**src/rtl/fetch_decode_pkg.sv**
```systemverilog
// Shared CPU definitions: opcodes, halt pattern, instruction field positions, FSM states.
// Used by fetch_decode, instr_decode and the datapath bench.
package cpu_defs;

    localparam logic [1:0] OP_PUSH = 2'b00;
    localparam logic [1:0] OP_ADD  = 2'b01;
    localparam logic [1:0] OP_NAND = 2'b10;
    localparam logic [1:0] OP_SYS  = 2'b11;

    localparam logic [5:0] SYS_HALT = 6'b111111;

    localparam int unsigned OP_HI  = 7;
    localparam int unsigned OP_LO  = 6;
    localparam int unsigned W_HI   = 5;
    localparam int unsigned W_LO   = 4;
    localparam int unsigned A_HI   = 3;
    localparam int unsigned A_LO   = 2;
    localparam int unsigned B_HI   = 1;
    localparam int unsigned B_LO   = 0;
    localparam int unsigned IMM_HI = 3;
    localparam int unsigned IMM_LO = 0;
    localparam int unsigned SYS_HI = 5;

    typedef enum logic [2:0] {
        S_IDLE,
        S_FETCH,
        S_LOAD,
        S_EXEC,
        S_HALT
    } state_t;

endpackage

```
**src/rtl/fetch_decode_instr_decode.sv**
```systemverilog
// Combinational instruction decoder: instruction register in, datapath control fields out.
module instr_decode
    import cpu_defs::*;
(
    input  logic [7:0] ir,
    output logic [1:0] sel_a,
    output logic [1:0] sel_b,
    output logic [1:0] sel_w,
    output logic [3:0] imm,
    output logic       sel_data,
    output logic       alu_op,
    output logic       write_en,
    output logic       is_halt
);

    always_comb begin
        sel_a    = '0;
        sel_b    = '0;
        sel_w    = '0;
        imm      = '0;
        sel_data = 1'b0;
        alu_op   = 1'b0;
        write_en = 1'b0;
        is_halt  = 1'b0;
        case (ir[OP_HI:OP_LO])
            OP_PUSH: begin
                sel_w    = ir[W_HI:W_LO];
                imm      = ir[IMM_HI:IMM_LO];
                sel_data = 1'b1;
                write_en = 1'b1;
            end
            OP_ADD, OP_NAND: begin
                sel_a    = ir[A_HI:A_LO];
                sel_b    = ir[B_HI:B_LO];
                sel_w    = ir[W_HI:W_LO];
                alu_op   = (ir[OP_HI:OP_LO] == OP_NAND);
                write_en = 1'b1;
            end
            default: is_halt = (ir[SYS_HI:0] == SYS_HALT);
        endcase
    end

endmodule

```
**src/rtl/fetch_decode.sv**
```systemverilog
// Multi-cycle fetch/decode controller: FETCH -> LOAD -> EXEC per instruction,
// synchronous ROM, controls driven only during EXEC.
module fetch_decode
    import cpu_defs::*;
#(
    parameter int unsigned ADDR_W = 4
) (
    input  logic              clk,
    input  logic              rst_n,
    input  logic              run,
    output logic [ADDR_W-1:0] instr_addr,
    input  logic [7:0]        instr_data,
    output logic [1:0]        SEL_A,
    output logic [1:0]        SEL_B,
    output logic [1:0]        SEL_W,
    output logic [3:0]        IMM,
    output logic              sel_data,
    output logic              alu_op,
    output logic              write_en,
    output logic              halted
);

    state_t            state;
    logic [ADDR_W-1:0] pc;
    logic [7:0]        ir;

    logic [1:0] dec_sel_a, dec_sel_b, dec_sel_w;
    logic [3:0] dec_imm;
    logic       dec_sel_data, dec_alu_op, dec_write_en, dec_is_halt;

    instr_decode u_decode (
        .ir       (ir),
        .sel_a    (dec_sel_a),
        .sel_b    (dec_sel_b),
        .sel_w    (dec_sel_w),
        .imm      (dec_imm),
        .sel_data (dec_sel_data),
        .alu_op   (dec_alu_op),
        .write_en (dec_write_en),
        .is_halt  (dec_is_halt)
    );

    always_ff @(posedge clk) begin
        if (!rst_n) begin
            state  <= S_IDLE;
            pc     <= '0;
            ir     <= '0;
            halted <= 1'b0;
        end else begin
            case (state)
                S_IDLE:  if (run) state <= S_FETCH;
                S_FETCH: state <= S_LOAD;
                S_LOAD: begin
                    ir    <= instr_data;
                    state <= S_EXEC;
                end
                S_EXEC: begin
                    if (dec_is_halt) begin
                        state  <= S_HALT;
                        halted <= 1'b1;
                    end else begin
                        pc    <= pc + 1'b1;
                        state <= S_FETCH;
                    end
                end
                S_HALT:  state <= S_HALT;
                default: state <= S_IDLE;
            endcase
        end
    end

    assign instr_addr = pc;

    // Decoded fields only reach the datapath in EXEC; rst_n gates the write
    // so a reset landing on EXEC cannot commit a register write.
    always_comb begin
        SEL_A    = '0;
        SEL_B    = '0;
        SEL_W    = '0;
        IMM      = '0;
        sel_data = 1'b0;
        alu_op   = 1'b0;
        write_en = 1'b0;
        if (state == S_EXEC) begin
            SEL_A    = dec_sel_a;
            SEL_B    = dec_sel_b;
            SEL_W    = dec_sel_w;
            IMM      = dec_imm;
            sel_data = dec_sel_data;
            alu_op   = dec_alu_op;
            write_en = dec_write_en & rst_n;
        end
    end

endmodule

```
**config.mk**
```make
export PLATFORM = sky130hd
export DESIGN_NAME = fetch_decode
export DESIGN_NICKNAME = d
export VERILOG_FILES = /design/src/rtl/fetch_decode_pkg.sv /design/src/rtl/fetch_decode_instr_decode.sv /design/src/rtl/fetch_decode.sv
export SDC_FILE = /design/constraint.sdc
export NUM_CORES = 1
export LEC_CHECK = 0
export BUFFER_PORTS_ARGS = -buffer_cell sky130_fd_sc_hd__buf_2
export CORE_AREA = 3 3 49 51
export DETAILED_ROUTE_END_ITERATION = 16
export DIE_AREA = 0 0 52 54
export PLACE_DENSITY = 0.75
export SLEW_MARGIN = 10
export SYNTH_ARGS = -nofsm -noshare
export SYNTH_HDL_FRONTEND = slang
export SYNTH_SLANG_ARGS = --single-unit
```
**constraint.sdc**
```tcl
create_clock -name clk -period 2.6 [get_ports clk]
set_input_delay 0.26 -clock clk [delete_from_list [all_inputs] [get_ports clk]]
set_output_delay 0.26 -clock clk [all_outputs]
set_load 0.01 [all_outputs]
```
==> results of run 1 <==
[power by group through the flow]
| stage | Combinational [mW] | Sequential, mW | Clock, mW |
|---|---|---|---|
| after floorplan | 0.0776 | 0.287 | 0 |
| after global placement | 0.0912 | 0.292 | 0 |
| after detailed placement | 0.0948 | 0.294 | 0 |
| after CTS | 0.0948 | 0.288 | 0.168 |
| after global routing | 0.105 | 0.291 | 0.181 |
| final | 0.0930 | 0.289 | 0.160 |
[per-stage QoR]
stage / utilization (%) / setup slack [ns]
2_1_floorplan: - / 1.33
3_3_place_gp: 50.1 / 1.12
3_5_place_dp: 50.1 / 1.04
4_1_cts: 51.9 / 0.947
5_1_grt: 51.9 / 0.812
6_report: 51.9 / 0.965
[state kept, by name, summed over array words and instances, names as in the netlist]
register and flops:
ir 8, halted 1, state 3, instr_addr 4
[layout by cell type (no fill, tap or decap), drive strengths merged]
| master | instances |
|---|---|
| buf | 28 |
| dfxtp | 16 |
| mux2i | 12 |
| and3 | 9 |
| nor2b | 8 |
| nand2 | 5 |
| nor3b | 5 |
| nand2b | 4 |
| ha | 4 |
| clkbuf | 4 |
| inv | 2 |
| and2 | 2 |
| nand3 | 2 |
| a21oi | 2 |
| o21a | 2 |
| and3b | 1 |
| nand3b | 1 |
| xnor2 | 1 |
| nor2 | 1 |
| o21bai | 1 |
| nand4 | 1 |
| o21ai | 1 |
| o211a | 1 |
| and4 | 1 |
| nor3 | 1 |
| a211oi | 1 |
[layout make-up]
type | instances | area [sq um]
inverters | 2 | 7.51
well taps | 27 | 33.8
multi-input cells | 66 | 490
fillers | 200 | 953
flip-flops and latches | 16 | 320
clock buffers | 4 | 36.3
repair buffers | 28 | 140
[worst max-delay path, cell delays in order, from the launching register on]
cell and delay [ns]:
dfxtp_1 0.38, inv_1 0.07, ha_1 0.33, and3_1 0.18, buf_2 0.13
[worst max-delay path by stage]
| stage | to | slack, ns |
|---|---|---|
| after global routing | write_en | 0.81 |
| after detailed placement | ir[1] | 1.04 |
| final | SEL_B[0] | 0.96 |
| after CTS | write_en | 0.95 |
| after floorplan | IMM[0] | 1.33 |
| after global placement | ir[2] | 1.12 |
[kinds of logic (layout without fill, tap and decap cells)]
family | after synthesis | after routing | share of synthesized area [%]
buffers and inverters | 6 | 34 | 3.57
XOR/XNOR | 1 | 1 | 1.04
multiplexers | 12 | 12 | 14.3
flip-flops | 16 | 16 | 38.1
AO/OA/AOI/OAI | 8 | 8 | 6.55
adder cells (fa/ha/maj) | 4 | 4 | 5.95
AND/OR/NAND/NOR | 41 | 41 | 30.5
[routing by layer]
layer	routed length, microns	vias to the layer above	track usage (%)
met5	0	-	0
met4	10	0	6.55
met3	90	2	3.32
met2	821	19	21.8
met1	771	347	16.6
li1	-	365	-
==> summary.txt, run 1 <==
Yosys
  • Most frequent cell after synthesis: dfxtp_1
  • Syn nets: 103
  • Mapped Cells: 88
  • Post-synth top flop: dfxtp_1
  • Synth area leader: dfxtp_1
  • Syn_area_per_cell: around 9.6 sq um
  • Flops & latches, synth: 16
  • Most common library cells after synthesis: dfxtp_1, mux2i_1, and3_1
  • Synth top area share: 38.1%
  • Post-synthesis async set-or-reset flop share: 0%
  • Synth Warn #: 0
  • Synthesized cell area: 841 sq um
  • Synth area leaders: dfxtp_1, mux2i_1, and3_1
  • Post-synth EDFFs: 0
  • Sequential area share after synthesis: 38.1%
  • Distinct cells, synth: 27

Floorplan
  • Die Footprint: 0.00281 sq mm
  • Std-Cell Rows: 16
  • Initial core utilization: 42.4%
  • Die Wd: ~52 microns
  • Io pins: 29
  • Core ar.: 0.00198 sq mm
  • Die Ht: 54 microns

Min path
  • Hold Path Cell Cnt: 3
  • Min-delay src: instr_data[2]
  • Worst Hold End: ir[2]
  • Worst min path class: input port to register

Drt
  • Detailed Route Iter0 Violations: 16
  • Vias: 733
  • Residual DRC count: 0
  • Final WL: 1690 microns
  • Via density per instance: a little over 5
  • Antenna-violating nets left: 0
  • WL/cell: 11.8 microns
  • Initial DRT Pass Iterations: 4

Timing
  • Final min period: 1.64 ns
  • Hold Slack: 0.240 ns
  • Fin Clk Skew: between 0.0007 and 0.0008 ns
  • # setup viols final: 0
  • Setup TNS: 0 ns
  • Final hold violations: 0
  • Slew Viols, Final: 0
  • Tcrit/Tclk final: 62.9%
  • Unrepaired setup endpoints after global routing: no
  • Max transition margin: approximately half
  • FMAX: between 600 and 700 MHz
  • Worst slew pin tran: 0.761 ns

Critical path
  • Reg2reg setup slack: 1.03 ns
  • Startpoint types: register
  • Arrival @ worst endpoint: between 1 and 1.5 ns
  • Crit Path Category: register to output port
  • R2R Path Start: state[1]
  • Worst r2r dst: ir[1]
  • FF-to-FF path depth: 3
  • Worst path required time: 2.34 ns
  • Worst Setup End Kind: output port
  • Critical Path Source: ir[6]
  • Crit-path max FO: 4

Cells and area
  • Syn-to-layout area delta: 22.3%
  • Nets: 132
  • Layout cells sized above 1: 29.3%
  • Fin area: 0.00103 sq mm
  • Ant. Diodes: 0
  • Non-filler cells, final: 143

GRT
  • Largest net degree at the start of global routing: 21
  • First-pass GRT wire length: 2760 microns
  • GRT Total Usage: 13.5%
  • Initial antenna violation count: 0
  • Overflow after GRT: 0
  • Vias in the first global route: approximately 640

Placed design
  • HPWL after DPL: 1370 microns
  • Placed Cells: 139
  • GP Congestion: around 0.71
  • I/O Buffers: 28
  • Placed cell area: 992 sq um

Clocking
  • Worst skew pair latency: 0.28 ns
  • Clk slew on worst S/H paths: 0.09 ns
  • Post-CTS sizing: 0
  • CTS Hold Bufs: 0
  • Post-CTS Setup Inserts: 0
  • CTS max path bufs: 2
  • TritonCTS clock tree: built
  • CTS sink cnt: 16
  • CTS Root Cell: clkbuf_4
  • CTS Buf Count: 3
  • CTS H-Tree Depth: 1

Flow run
  • MaxCap Viol Count: 0

Pwr
  • Tot Pwr: about 540 uW
  • Part of the power in registers: 53.3%
  • Clk network pwr share: 29.5%
  • Cell Pwr Density: roughly 530 mW/mm^2
  • Worst vdd ir: between 300 and 400 uV
  • Int Power: 397 uW
  • Switch share: 26.6%
  • Combinational share of power: ~17%
  • Leakage power: 0.489 nW
  • Sw Pwr: 144 uW

Status
  • Outcome: complete, no violations
Note: power is estimated with default switching activity, not from simulation.
==> inputs of run 2 (changes only) <==
PLACE_DENSITY = 0.78   (was 0.75)
clock period = 1.3 ns   (was 2.6 ns; I/O delays follow)
==> run 2 against run 1 <==
Critical path depth unchanged. Hold slack got worse by 0.14 ns. Wire length grew 23%. Via count is 6.1% higher. The run now ends with setup timing left. Largest cell class unchanged. Register-to-register slack lost 1.1 ns. Die area unchanged. Clock skew grew 0.0014 ns. Power grew 110%. Sequential power is 100% higher. Clock power increased by 100%. Combinational power grew to 2.7 times the previous value. Sequential cell count unchanged.
==> summary.txt, run 2 (synthesized netlist as in run 1, its figures left out) <==
Critical path
  • Worst Setup End Kind: output port (unchanged)
  • Crit Path Category: register to output port (unchanged)
  • Crit-path max FO: 4 (unchanged)
  • WP buf/inv: 2 (unchanged)
  • Arrival @ worst endpoint: 1.29 ns (was 1.38 ns)
  • Worst path required time: 1.17 ns (was 2.34 ns)
  • Crit path cell chain: inv_1 > ha_4 > and3_1 > buf_2 (was inv_1 > ha_1 > and3_1 > buf_2)
  • Worst path max stage delay: 0.38 ns (about the same)
  • Crit-path leading delay family: flip-flops (unchanged)
  • Startpoint types: register (unchanged)
  • Slowest-stage cell, CP: dfxtp_4 (was dfxtp_1)

Placed design
  • HPWL after DPL: 1480 microns (was 1370 microns)
  • GP Congestion: 0.741 (was 0.707)
  • Placed cell area: 0.00102 sq mm (was 992 sq um)
  • I/O Buffers: 28 (unchanged)

Floorplan
  • Io pins: 29 (unchanged)
  • Core ar.: 0.00198 sq mm (unchanged)
  • Initial core utilization: 42.4% (unchanged)
  • Std-Cell Rows: 16 (unchanged)
  • Die Footprint: 0.00281 sq mm (unchanged)
  • Die Wd: 52 microns (unchanged)
  • Die Ht: 54 microns (unchanged)

Cells and area
  • Commonest non-fill, non-tap cell in the layout: buf_2 (unchanged)
  • Nets: 143 (was 132)
  • Syn-to-layout area delta: 42.7% (was 22.3%)
  • Layout cells sized above 1: 46.5% (was 29.3%)
  • Largest Register: ir (unchanged)
  • Most frequent cells in the layout: buf_2, mux2i_1, dfxtp_1 (was buf_2, dfxtp_1, mux2i_1)
  • Fin area: 0.00120 sq mm (was 0.00103 sq mm)
  • Max reg flops: 8 (unchanged)
  • Ant. Diodes: 0 (unchanged)

Pwr
  • Worst vdd ir: 651 uV (was 373 uV)
  • Tot Pwr: 1.16 mW (was 542 uW)
  • Switch share: 27.6% (was 26.6%)
  • Clk network pwr share: 28.2% (was 29.5%)
  • Leakage power: 0.567 nW (was 0.489 nW)
  • Cell Pwr Density: 967 mW/mm^2 (was 527 mW/mm^2)
  • Sw Pwr: 321 uW (was 144 uW)
  • Part of the power in registers: 49.8% (was 53.3%)
  • Int Power: 840 uW (was 397 uW)
  • Combinational share of power: 22.0% (was 17.2%)

Timing
  • Final hold violations: 0 (unchanged)
  • Tcrit/Tclk final: 109%
  • # setup viols final: 14 (was 0)
  • Max transition margin: 82.2% (was 49.1%)
  • Post-route setup slack: -0.120 ns (was 0.965 ns)
  • Worst slew pin tran: 0.266 ns (was 0.761 ns)
  • FMAX: between 700 and 800 MHz
  • Fin Clk Skew: 0.00214 ns (was 0.000768 ns)
  • Unrepaired setup endpoints after global routing: yes (was no)
  • Final min period: 1.42 ns
  • Slew Viols, Final: 0 (unchanged)
  • Setup TNS: -1.18 ns (was 0 ns)

Clocking
  • CTS sink cnt: 16 (unchanged)
  • CTS H-Tree Depth: 1 (unchanged)
  • Clk slew on worst S/H paths: 0.10 ns (was 0.09 ns)
  • CTS Hold Bufs: 0 (unchanged)
  • TritonCTS clock tree: built (unchanged)
  • CTS max path bufs: 2 (unchanged)
  • CTS Buf Count: 3 (unchanged)
  • CTS Root Cell: clkbuf_4 (unchanged)
  • Worst skew pair latency: 0.28 ns (about the same)

Min path
  • Worst min path class: input port to register (unchanged)

Drt
  • Detailed Route Iter0 Violations: 16 (unchanged)
  • Antenna-violating nets left: 0 (unchanged)
  • Final WL: 2080 microns (was 1690 microns)
  • Initial DRT Pass Iterations: 4 (unchanged)
  • Via density per instance: 5.05 (was 5.13)
  • WL/cell: 13.5 microns (was 11.8 microns)
  • Vias: 778 (was 733)
  • Residual DRC count: 0 (unchanged)

Status
  • Outcome: complete, but fails checks (was complete, no violations)
  • Failing checks: setup timing

GRT
  • Overflow after GRT: 0 (unchanged)
  • Vias in the first global route: 778 (was 635)
  • Largest net degree at the start of global routing: 20 (was 21)
  • Initial antenna violation count: 0 (unchanged)
  • GRT Total Usage: 16.2% (was 13.5%)
  • First-pass GRT wire length: 3390 microns (was 2760 microns)

Flow run
  • MaxCap Viol Count: 0 (unchanged)
==> run 2: worst paths after layout <==
check / to / depth (start not counted) / startpoint / slack [ns]
worst max-delay path: SEL_B[0] / 4 / ir[7] / -0.12
worst min-delay path: ir[0] / 3 / instr_data[0] / 0.10
worst max register to register: instr_addr[2] / 5 / ir[7] / -0.03
worst min register to register: halted / 1 / halted / 0.48
==> run 2: area by class of cell <==
class / instances / area, sq um
fill: 159 / 782
multi-input combinational: 66 / 559
sequential: 16 / 333
timing repair buffer: 39 / 230
clock buffer: 4 / 36.3
tap: 27 / 33.8
inverter: 2 / 7.51
==> run 2: metal layers <==
metal | global-route usage (%) | share of wire [%] | vias up
li1 | - | - | 386
met1 | 17.5 | 42 | 369
met2 | 30.1 | 52 | 19
met3 | 2.49 | 4.4 | 4
met4 | 8.73 | 1.4 | 0
met5 | 0 | 0 | -
==> run 2: what timing repair did <==
action | 4_1_cts | 5_1_grt
endpoints found under the hold margin | 0 | 0
endpoints found under the setup margin | 18 | 21
gates resized for setup | 13 | 10
pin swaps | 3 | 6
setup buffers | 5 | 2
==> run 2: power by group through the flow <==
stage	clock network, mW	logic, mW	registers (mW)
2_1_floorplan	0	0.155	0.575
3_3_place_gp	0	0.206	0.580
3_5_place_dp	0	0.215	0.583
4_1_cts	0.333	0.242	0.574
5_1_grt	0.363	0.286	0.585
6_report	0.328	0.255	0.578
==> run 2: per-stage QoR <==
step	setup WS, ns	hold WS (ns)	util (%)	cells
after floorplan	0.0568	0.299	-	88
after global placement	0.0385	0.387	51.6	143
after detailed placement	-0.0618	0.397	51.6	143
after CTS	-0.120	0.100	57.9	152
after global routing	-0.176	0.103	60.5	154
final	-0.120	0.104	60.5	154
==> run 2: worst register-to-register path, delay by kind of cell (launching register included) <==
kind | cells | cell delay [ns]
compound gates | 1 | 0.29
fa+ha+maj | 1 | 0.15
buf+inv | 1 | 0.10
mux | 1 | 0.12
flops | 1 | 0.38
simple gates | 1 | 0.20
==> inputs of run 3 (changes only) <==
CELL_PAD_IN_SITES_DETAIL_PLACEMENT = 1   (was not set)
CELL_PAD_IN_SITES_GLOBAL_PLACEMENT = 1   (was not set)
CORE_AREA = 3 3 60 62   (was 3 3 49 51)
DIE_AREA = 0 0 63 65   (was 0 0 52 54)
PLACE_DENSITY = 0.7   (was 0.78)
==> run 3 against run 2 <==
The run still ends with setup timing left. Maximum frequency decreased by 0.71%. Via count decreased by 5.1%. Utilization decreased by 23 points. Clock skew increased by 0.0020 ns. Cell area decreased by 3.6%. Count of clock-buffer cells in the layout unchanged. Non-clock buffer count decreased by 6. Register-to-register slack about the same. Highest routed layer unchanged. First-iteration DRC count increased by 19%. Worst setup slack got worse by 0.010 ns. Sequential share of layout area increased by 1.4 points. Sequential cell count unchanged.
==> summary.txt, run 3 (synthesized netlist as in run 1, its figures left out) <==
GRT
  • GRT Total Usage: 11.5% (was 16.2%)
  • Vias in the first global route: 734 (was 778)
  • Initial antenna violation count: 0 (unchanged)
  • Largest net degree at the start of global routing: 20 (unchanged)
  • First-pass GRT wire length: 3620 microns (was 3390 microns)
  • Overflow after GRT: 0 (unchanged)

Flow run
  • MaxCap Viol Count: 0 (unchanged)

Cells and area
  • Non-filler cells, final: 165 (was 154)
  • Ant. Diodes: 0 (unchanged)
  • Largest Register: ir (unchanged)
  • Syn-to-layout area delta: 37.5% (was 42.7%)
  • Most frequent cells in the layout: buf_2, mux2i_1, dfxtp_1 (unchanged)
  • Fin area: 0.00116 sq mm (was 0.00120 sq mm)
  • Layout cells sized above 1: 43.8% (was 46.5%)
  • Nets: 137 (was 143)
  • Commonest non-fill, non-tap cell in the layout: buf_2 (unchanged)
  • Max reg flops: 8 (unchanged)
  • Final design utilization: 37.6% (was 60.5%)

Timing
  • Final hold violations: 0 (unchanged)
  • Unrepaired setup endpoints after global routing: yes (unchanged)
  • Max transition margin: 83.9% (was 82.2%)
  • Fin Clk Skew: 0.00412 ns (was 0.00214 ns)
  • Tcrit/Tclk final: 110% (was 109%)
  • FMAX: 699 MHz (was 704 MHz)
  • Final min period: 1.43 ns (was 1.42 ns)
  • Post-route setup slack: -0.131 ns (was -0.120 ns)
  • # setup viols final: 14 (unchanged)
  • Worst slew pin tran: 0.241 ns (was 0.266 ns)
  • Slew Viols, Final: 0 (unchanged)
  • Hold Slack: 0.100 ns (was 0.104 ns)

Placed design
  • Placed Cells: 159 (was 143)
  • I/O Buffers: 28 (unchanged)
  • HPWL after DPL: 1660 microns (was 1480 microns)
  • Placed cell area: 0.00104 sq mm (was 0.00102 sq mm)
  • GP Congestion: 0.697 (was 0.741)

Pwr
  • Tot Pwr: 1.15 mW (was 1.16 mW)
  • Switch share: 28.0% (was 27.6%)
  • Clk network pwr share: 28.9% (was 28.2%)
  • Part of the power in registers: 51.1% (was 49.8%)
  • Cell Pwr Density: 992 mW/mm^2 (was 967 mW/mm^2)
  • Int Power: 825 uW (was 840 uW)
  • Leakage power: 0.519 nW (was 0.567 nW)
  • Sw Pwr: 321 uW (about the same)
  • Worst vdd ir: 673 uV (was 651 uV)
  • Combinational share of power: 19.9% (was 22.0%)

Critical path
  • FF-to-FF path depth: 4 (was 5)
  • Critical Path Source: ir[7] (unchanged)
  • CP endpoint: write_en (was SEL_B[0])
  • Worst r2r dst: instr_addr[3] (was instr_addr[2])
  • Worst path required time: 1.17 ns (about the same)
  • Arrival @ worst endpoint: 1.30 ns (was 1.29 ns)
  • Worst Setup End Kind: output port (unchanged)
  • R2R Path Start: state[2] (was ir[7])
  • Reg2reg setup slack: -0.03 ns (about the same)
  • Startpoint types: register (unchanged)
  • Crit Path Category: register to output port (unchanged)
  • Crit-path max FO: 4 (unchanged)

Floorplan
  • Die Wd: 63 microns (was 52 microns)
  • Core ar.: 0.00308 sq mm (was 0.00198 sq mm)
  • Std-Cell Rows: 20 (was 16)
  • Die Footprint: 0.00410 sq mm (was 0.00281 sq mm)
  • Die Ht: 65 microns (was 54 microns)
  • Initial core utilization: 27.3% (was 42.4%)
  • Io pins: 29 (unchanged)

Drt
  • Antenna-violating nets left: 0 (unchanged)
  • Via density per instance: 4.47 (was 5.05)
  • Final WL: 2220 microns (was 2080 microns)
  • Detailed Route Iter0 Violations: 19 (was 16)
  • Vias: 738 (was 778)
  • Initial DRT Pass Iterations: 3 (was 4)
  • Residual DRC count: 0 (unchanged)
  • WL/cell: 13.4 microns (was 13.5 microns)

Min path
  • Worst min path class: input port to register (unchanged)

Clocking
  • CTS max path bufs: 2 (unchanged)
  • CTS sink cnt: 16 (unchanged)
  • TritonCTS clock tree: built (unchanged)
  • CTS Hold Bufs: 0 (unchanged)
  • CTS Buf Count: 3 (unchanged)
  • Clk slew on worst S/H paths: 0.10 ns (about the same)
  • Worst skew pair latency: 0.29 ns (was 0.28 ns)
  • CTS H-Tree Depth: 1 (unchanged)
  • CTS Root Cell: clkbuf_4 (unchanged)

Status
  • Failing checks: setup timing (unchanged)
  • Outcome: complete, but fails checks (unchanged)
-- run 3: worst min path at each step --
| stage | start | endpoint | slack (ns) | depth (start not counted) |
|---|---|---|---|---|
| after floorplan | instr_data[0] | ir[0] | 0.30 | 2 |
| after global placement | instr_data[4] | ir[4] | 0.39 | 3 |
| after detailed placement | instr_data[3] | ir[3] | 0.41 | 3 |
| after CTS | instr_data[4] | ir[4] | 0.1 | 3 |
| after global routing | instr_data[2] | ir[2] | 0.10 | 3 |
| final | instr_data[4] | ir[4] | 0.10 | 3 |
-- run 3: repair_timing --
action	in CTS	in global routing
pin swaps	3	1
gates resized for setup	18	2
endpoints found under the setup margin	16	18
setup buffers	2	0
-- run 3: metal layers --
| metal | vias to the layer above | wire [microns] | track usage [%] |
|---|---|---|---|
| met4 | 0 | 14 | 2.48 |
| met5 | - | 0 | 0 |
| met3 | 2 | 144 | 4.16 |
| met2 | 25 | 1040 | 20.2 |
| li1 | 371 | - | - |
| met1 | 340 | 1020 | 13.3 |
-- run 3: cell type report --
class	instances	area (sq um)
fill	382	1920
inverter	2	7.51
timing repair buffer	33	181
sequential	16	337
tap	44	55.1
clock buffer	4	36.3
multi-input combinational	66	539
-- run 3: metrics by stage --
stage / TNS [ns] / setup slack (ns)
2_1_floorplan: 0 / 0.0568
3_3_place_gp: 0 / 0.0378
3_5_place_dp: -0.0998 / -0.0658
4_1_cts: -1.39 / -0.145
5_1_grt: -2.33 / -0.228
6_report: -1.19 / -0.131
-- run 3: power groups by stage --
stage                     clock network [mW]  logic (mW)  registers, mW
after global routing                   0.362       0.258          0.596
after CTS                              0.345       0.231          0.587
after detailed placement                   0       0.207          0.590
after floorplan                            0       0.155          0.575
after global placement                     0       0.200          0.585
final                                  0.332       0.229          0.586
-- run 3: critical path, cell delays in order, from the launching register on --
cell and delay [ns]:
dfxtp_4 0.38, ha_4 0.17, buf_6 0.12, nor3b_2 0.18
buf_2 0.16
